**src/rtl/mac_mul_pipe_if.sv**
```systemverilog
// -----------------------------------------------------------------------------
// mac_mul_pipe_if
// Beat-level bus of the MAC multiply front end.
//   cfg       lane chaining select travelling with the beat
//   A, B      multi-lane operand and common multiplicand
//   in_valid  upstream beat valid          in_ready  block accepts the beat
//   C, err    product and reserved-cfg flag
//   out_valid C/err valid                  out_ready downstream accepts C
// The master modport is the traffic source/sink around the block; the slave
// modport is the multiplier itself.
// -----------------------------------------------------------------------------
interface mac_mul_pipe_if #(
    parameter int W     = 8,
    parameter int LANES = 4,
    parameter int CFG_W = 2
);
    logic [CFG_W-1:0]       cfg;
    logic [LANES*W-1:0]     A;
    logic [W-1:0]           B;
    logic                   in_valid;
    logic                   in_ready;
    logic [(LANES+1)*W-1:0] C;
    logic                   err;
    logic                   out_valid;
    logic                   out_ready;

    modport master (
        output cfg, A, B, in_valid, out_ready,
        input  in_ready, C, err, out_valid
    );

    modport slave (
        input  cfg, A, B, in_valid, out_ready,
        output in_ready, C, err, out_valid
    );
endinterface

```
**src/rtl/mac_mul_pipe.sv**
```systemverilog
// -----------------------------------------------------------------------------
// mac_mul_pipe
// Two-stage pipelined multiply front end for the MAC datapath. Computes
// C = sum(A_i * B << i*W) over the 2^cfg active lanes of A.
// Ports:
//   clk   rising-edge clock
//   rst   asynchronous, active-low reset
//   en    block enable; 0 freezes every pipeline register
//   bus   beat bus (slave side): cfg/A/B/in_valid in, in_ready out,
//         C/err/out_valid out, out_ready in
// Stage 1 registers the per-lane partial products, stage 2 registers the
// shifted sum. Both stages advance together on adv, so a stall holds the
// entire pipeline, bubbles included.
// -----------------------------------------------------------------------------
module mac_mul_pipe #(
    parameter int W     = 8,
    parameter int LANES = 4,
    parameter int CFG_W = 2
) (
    input  logic               clk,
    input  logic               rst,
    input  logic               en,
    mac_mul_pipe_if.slave      bus
);

    localparam int CW = (LANES + 1) * W;
    localparam int PW = 2 * W;

    logic          adv_s;
    logic [31:0]   lane_cnt_s;
    logic          reserved_s;
    logic [PW-1:0] p_next_s [LANES];
    logic [CW-1:0] sum_s;

    logic [PW-1:0] p_r [LANES];
    logic          err1_r;
    logic          s1_valid_r;
    logic          s2_valid_r;
    logic          err_r;
    logic [CW-1:0] c_r;

    // A single advance strobe moves both stages; the output slot frees up
    // either when it is empty or when downstream takes it this cycle.
    assign adv_s        = en & (~s2_valid_r | bus.out_ready);
    assign bus.in_ready = adv_s;

    // Decode active lane count; a cfg asking for more lanes than exist is reserved.
    always_comb begin
        lane_cnt_s = 32'd1 << bus.cfg;
        if (lane_cnt_s > 32'(LANES)) begin
            reserved_s = 1'b1;
        end else begin
            reserved_s = 1'b0;
        end
    end

    // Per-lane partial products; inactive lanes and reserved beats contribute zero.
    always_comb begin
        for (int i = 0; i < LANES; i++) begin
            if (!reserved_s && (32'(i) < lane_cnt_s)) begin
                p_next_s[i] = PW'(bus.A[i*W +: W]) * PW'(bus.B);
            end else begin
                p_next_s[i] = '0;
            end
        end
    end

    // Stage 1: capture partial products, reserved flag and beat valid.
    always_ff @(posedge clk or negedge rst) begin
        if (!rst) begin
            for (int i = 0; i < LANES; i++) begin
                p_r[i] <= '0;
            end
            err1_r     <= 1'b0;
            s1_valid_r <= 1'b0;
        end else if (adv_s) begin
            for (int i = 0; i < LANES; i++) begin
                p_r[i] <= p_next_s[i];
            end
            err1_r     <= reserved_s;
            s1_valid_r <= bus.in_valid;
        end
    end

    // Recombine lanes: lane i carries weight 2^(i*W); the sum cannot exceed CW bits.
    always_comb begin
        sum_s = '0;
        for (int i = 0; i < LANES; i++) begin
            sum_s = sum_s + (CW'(p_r[i]) << (i * W));
        end
    end

    // Stage 2: output register; a bubble only clears out_valid, C/err keep the last beat.
    always_ff @(posedge clk or negedge rst) begin
        if (!rst) begin
            s2_valid_r <= 1'b0;
            c_r        <= '0;
            err_r      <= 1'b0;
        end else if (adv_s) begin
            s2_valid_r <= s1_valid_r;
            if (s1_valid_r) begin
                c_r   <= sum_s;
                err_r <= err1_r;
            end
        end
    end

    assign bus.C         = c_r;
    assign bus.err       = err_r;
    assign bus.out_valid = s2_valid_r;

endmodule
```
**src/flat_wrapper.sv**
```systemverilog
// flat-port wrapper written by rule: the top's interface ports become plain ports
module mac_mul_pipe_flat 
#(
    parameter int W     = 8,
    parameter int LANES = 4,
    parameter int CFG_W = 2
)
  (clk, rst, en, bus_cfg, bus_A, bus_B, bus_in_valid, bus_out_ready, bus_in_ready, bus_C, bus_err, bus_out_valid);
  mac_mul_pipe_if #(.W(W), .LANES(LANES), .CFG_W(CFG_W)) bus_i ();
  input  logic clk;
  input  logic rst;
  input  logic en;
  input wire logic [$bits(bus_i.cfg)-1:0] bus_cfg;
  input wire logic [$bits(bus_i.A)-1:0] bus_A;
  input wire logic [$bits(bus_i.B)-1:0] bus_B;
  input wire logic [$bits(bus_i.in_valid)-1:0] bus_in_valid;
  input wire logic [$bits(bus_i.out_ready)-1:0] bus_out_ready;
  output wire logic [$bits(bus_i.in_ready)-1:0] bus_in_ready;
  output wire logic [$bits(bus_i.C)-1:0] bus_C;
  output wire logic [$bits(bus_i.err)-1:0] bus_err;
  output wire logic [$bits(bus_i.out_valid)-1:0] bus_out_valid;
  assign bus_i.cfg = bus_cfg;
  assign bus_i.A = bus_A;
  assign bus_i.B = bus_B;
  assign bus_i.in_valid = bus_in_valid;
  assign bus_i.out_ready = bus_out_ready;
  assign bus_in_ready = bus_i.in_ready;
  assign bus_C = bus_i.C;
  assign bus_err = bus_i.err;
  assign bus_out_valid = bus_i.out_valid;
  mac_mul_pipe #(.W(W), .LANES(LANES), .CFG_W(CFG_W)) u_core (.clk(clk), .rst(rst), .en(en), .bus(bus_i));
endmodule
```
**config.mk**
```make
export PLATFORM = sky130hd
export DESIGN_NAME = mac_mul_pipe_flat
export DESIGN_NICKNAME = d
export VERILOG_FILES = /design/src/rtl/mac_mul_pipe_if.sv /design/src/rtl/mac_mul_pipe.sv /design/src/flat_wrapper.sv
export SDC_FILE = /design/constraint.sdc
export NUM_CORES = 1
export LEC_CHECK = 0
export ABC_AREA = 1
export BUFFER_PORTS_ARGS = -buffer_cell sky130_fd_sc_hd__buf_2
export CORE_UTILIZATION = 45
export CTS_CLUSTER_SIZE = 28
export DETAILED_ROUTE_END_ITERATION = 8
export SLEW_MARGIN = 20
export SYNTH_ARGS = -nofsm -noshare
export SYNTH_HDL_FRONTEND = slang
export SYNTH_SLANG_ARGS = --single-unit
```
**constraint.sdc**
```tcl
create_clock -name clk -period 4.4 [get_ports clk]
set_clock_uncertainty 0.15 [all_clocks]
set_input_delay 0.66 -clock clk [delete_from_list [all_inputs] [get_ports clk]]
set_output_delay 0.66 -clock clk [all_outputs]
set_load 0.02 [all_outputs]
```
# Yosys cells after proc, flatten, opt, wreduce, memory -nomap -nowiden
# Cells that the tools add are included.
# W data, S select, Z words.
[op_classes]
add_sub_neg = 3
multipliers = 4
n_lt_le_gt_ge = 5
shifts = 1
muxes = 5
n_bitwise = 3
reduce_logical = 6
[ops]
columns = ["cell", "n"]
rows = [
  ["$lt A1 B32 Y1 const A", 2],
  ["$lt A2 B32 Y1 const A", 2],
  ["$mul A8 B8 Y16", 4],
  ["$mux W16", 4],
  ["$add A40 B32 Y40", 1],
  ["$add A40 B40 Y40", 1],
  ["$gt A32 B3 Y1 const B", 1],
  ["$shl A1 B2 Y32 const A", 1],
  ["$add A16 B24 Y25", 1],
  ["$logic_and A1 B1 Y1", 4],
  ["$reduce_and A2 Y1", 1],
  ["$and A1 B1 Y1", 1],
  ["$logic_not A1 Y1", 1],
  ["$mux W1", 1],
  ["$not A1 Y1", 1],
  ["$or A1 B1 Y1", 1],
]
[word_totals]
register_bits = 108
input_bits = 47
out_inout_bits = 43
word_cells = 36

# Depth between registers and ports, before layout
[depth]
word_depth = 6
mapped_depth = 26
mapped_depth_nobuf = 26

# Worst setup path before layout
# Ideal clock, no wire load.
[synth_timing]
kind = "input port to flip-flop"
from = "in bus_B[7]"
to = "reg u_core.p_r[58] (netlist bit)"
setup_time_ns = 0.117
arrival_time_ns = 4.344
required_time_ns = 4.133
path_slack_ns = -0.212
stages = 17
n_path_buf = 1
cell_sequence = "clkbuf_1 > nand2_1 > fa_1 > fa_1 > inv_1 > fa_1 > inv_1 > fa_1 > inv_1 > ha_1 > a21oi_1 > nor2_1 > nor2_1 > nand2_1 > or2_2 > nand3_1 > nand2_1"
[synth_via]
elab_chain_len = 2
[synth_rtl]
columns = ["element", "line_no", "source"]
rows = [
  ["start: declaration", "flat_wrapper.sv:15", "input wire logic [$bits(bus_i.B)-1:0] bus_B;"],
  ["$mul A8 B8 Y16", "mac_mul_pipe.sv:61", "p_next_s[i] = PW'(bus.A[i*W +: W]) * PW'(bus.B);"],
  ["$mux W16", "mac_mul_pipe.sv:60", "if (!reserved_s && (32'(i) < lane_cnt_s)) begin"],
  ["end signal: indexed assignment", "mac_mul_pipe.sv:78", "p_r[i] <= p_next_s[i];"],
  ["end: declaration", "mac_mul_pipe.sv:35", "logic [PW-1:0] p_r [LANES];"],
]
# No other way between the ends.
# A chain may end at the register's enable or synchronous reset.

# Worst setup path after layout
# Ends and elaborated chain as after synthesis.

==> qor.txt <==
status: complete, no violations
Slew headroom: 47.6%
Crit Path Category: input port to flop
cell chain of the critical path: buf_6, clkbuf_16, nand2_1, inv_1, fa_1, fa_1, fa_1, inv_1, fa_1, inv_1, ha_1, a21o_1, nor2_1, nand2_1, or2_2, nand3_1, nand2_1
Die Span Y: 184 um
CP Max Fanout: 5
CP top delay family: adder cells
WHS: 142 ps
WP data arrival: 4350 ps
clock slew at reported path FFs: 90 ps
die width: 184 um
final antenna-violating net count: 0
dpl ws: -580 ps
post-synth net total: 2461
WP data required: 4500 ps
Row Count: 66
Core Area: 32500 um2
initial antenna violation count: 0
io pins: 90
1st-iter DRT viols: 718
register area share after synthesis: 18.2%
wire per inst: 13.1 um
Max VDD drop: 211 uV
Post-synth EDFFs: 0
Max Transition Viols Final: 0
syn_area_per_cell: 7.14 um2
Starting Density: 45.6%
Tmin final: 4250 ps
first-pass GRT wire length: 59.9 mm
Hold WC Path Type: input port to async pin
Via Count: 12800
Peak Freq: 235 MHz
Die ar.: 33700 um2
ratio of final minimum period to clock period: 96.6%
clk root buf: clkbuf_16
ys async rst share: 100%
CP max stage delay: 550 ps
Pre-antenna DRT Iters: 5
Final HPWL DP: 28.3 mm
htree depth: 3
CTS tree: yes
fraction of layout cells with a size suffix above 1: 14.2%
CTS buffer count: 9
FF/Latch Area: 2700 um2
endpoints failing setup: 0
most common flop cell mapped by yosys: dfrtp_1
Final Hold Violating Endpoints: 0
multi-input logic area: 10200 um2
vias in the first global route: 12600
slowest cell on the critical path: fa_1
synthesis-stage register bit count: 108
Worst Tran Pin Value: 783 ps
crit end category: flop
final WL: 35.3 mm
Buf/Inv on CP: 5
CTS Sinks: 108
Mapped Area: 14800 um2
Congestion Overflow GR: 0
drc violations: 0
max-cap check violation count: 0
Gate Count Post-Synth: 2081
synth unique cells: 36
Hold Buf Count CTS: 0
Yosys warning total: 0
area grow syn2layout: 17.2%
Finished Core Util: 53.5%
Critical Path Most Common Cell: fa_1
pin count of the biggest net entering global routing: 52
crit path launch type: input port
pwr dens: 434 nW/um2
ant diodes: 0
clock buffer depth: 2
via density per instance: 4.72
# fillers: 3208
Nets: 2637
Worst Slack Setup Final: 150 ps
Final GP Congestion: 0.870
Buffers on Ports: 89
clock latency on the worst-skew pair: 370 ps
overall power: 7.55 mW
P_leak: 11.0 nW
GRT Overall Usage: 21.8%
-- registers in the layout (all words and copies together), names as in the netlist --
| name | flops |
|---|---|
| u_core.s1_valid_r | 1 |
| u_core.bus.err | 1 |
| u_core.p_r | 64 |
| u_core.bus.C | 40 |
| u_core.bus.out_valid | 1 |
| u_core.err1_r | 1 |
-- metal layers --
layer / vias to the layer above / part of all wire (%) / track usage (%)
met1: 5868 / 52 / 33.2
met5: - / 0 / 0
met2: 288 / 41 / 33.4
li1: 6579 / - / -
met3: 37 / 4.6 / 1.62
met4: 0 / 2.1 / 5.40
-- placed cells by master, fill, tap and decap left out, types with 3 or more instances in the layout --
cell,Yosys,layout
nand3b_1,6,6
fa_1,147,145
nand2_2,5,12
or2_1,3,4
or2_2,5,5
buf_4,0,142
inv_1,498,498
nand2_1,666,659
clkinv_8,0,3
a21o_1,7,7
a21oi_2,1,11
nor2_2,6,6
nand3_1,104,102
buf_12,0,4
a31oi_1,9,9
nor2_1,59,59
xnor2_1,18,18
nand3_2,1,3
nand4_1,6,6
buf_2,14,82
a21oi_1,52,40
buf_6,0,6
o21ai_0,65,63
clkbuf_16,0,14
dfrtp_1,108,108
xor2_1,5,5
o21a_1,6,6
inv_2,9,9
ha_1,186,175
nor3_1,10,10
a22o_1,12,12
ha_4,0,11
o21ai_1,3,3
-- layout make-up --
class                      instances  area share [%]
inverter                         507            10.9
clock inverter                     7           0.553
tap                              442            3.18
sequential                       108            15.5
clock buffer                       9            1.29
timing repair buffer             241            10.2
multi-input combinational       1390            58.3
-- power breakdown --
part,internal [mW],switching (mW)
Sequential,1.32,0.222
Combinational,2.26,2.90
Clock,0.417,0.426
Total,4.00,3.55
-- path summary, 6_finish.rpt --
| path | start | to | slack (ps) | cells past startpoint |
|---|---|---|---|---|
| worst max-delay path | bus_B[7] | u_core.p_r[58] | 150 | 17 |
| worst min-delay path | rst | u_core.p_r[50] | 140 | 1 |
| worst max register to register | u_core.p_r[32] | u_core.bus.C[37] | 710 | 23 |
| worst min register to register | u_core.bus.C[27] | u_core.bus.C[27] | 330 | 2 |
| max in group asynchronous | rst | u_core.p_r[13] | 3100 | 2 |
| min in group clk | u_core.bus.C[27] | u_core.bus.C[27] | 330 | 2 |
-- synth_stat cells (2+ instances only) --
master,n,share of area [%]
nand2_2,5,0.21
xor2_1,5,0.29
nor2_1,59,1.5
buf_2,14,0.47
or2_2,5,0.21
inv_2,9,0.23
nand2_1,666,17
nor2_2,6,0.25
fa_1,147,20
a31oi_1,9,0.38
nand3b_1,6,0.30
o21a_1,6,0.30
o21ai_1,3,0.10
inv_1,498,13
o21bai_1,2,0.10
ha_1,186,16
a21o_1,7,0.35
clkbuf_2,22,0.74
a21oi_1,52,1.8
or2_1,3,0.13
a22o_1,12,0.71
clkbuf_1,40,1.0
nand3_1,104,3.5
nand4_1,6,0.25
xnor2_1,18,1.1
nor3_1,10,0.34
dfrtp_1,108,18
o21ai_0,65,2.2
-- cell families (layout without fill, tap and decap cells) --
| kind of cell | Yosys count | count (layout) | share of synthesized area [%] |
|---|---|---|---|
| simple gates | 874 | 874 | 23.7 |
| fa+ha+maj | 333 | 333 | 35.5 |
| buf+inv | 583 | 764 | 15.0 |
| xor+xnor | 23 | 23 | 1.36 |
| flops | 108 | 108 | 18.2 |
| compound gates | 160 | 160 | 6.17 |
-- through the flow --
stage	setup TNS (ps)	area [um2]	instances
global placement	-12920	16700	2680
global route	-2.89	17400	2704
floorplan	0	14900	2081
finish	0	17400	2704
detailed placement	-14880	16700	2680
CTS	0	17000	2696
-- what timing repair did --
action | CTS | global route
cloned | 0 | 5
resized for setup | 4 | 48
buffers inserted | 0 | 3
pin swaps | 0 | 26
endpoints found under the setup margin | 26 | 30
No activity file was read; power rests on OpenSTA's default activity.
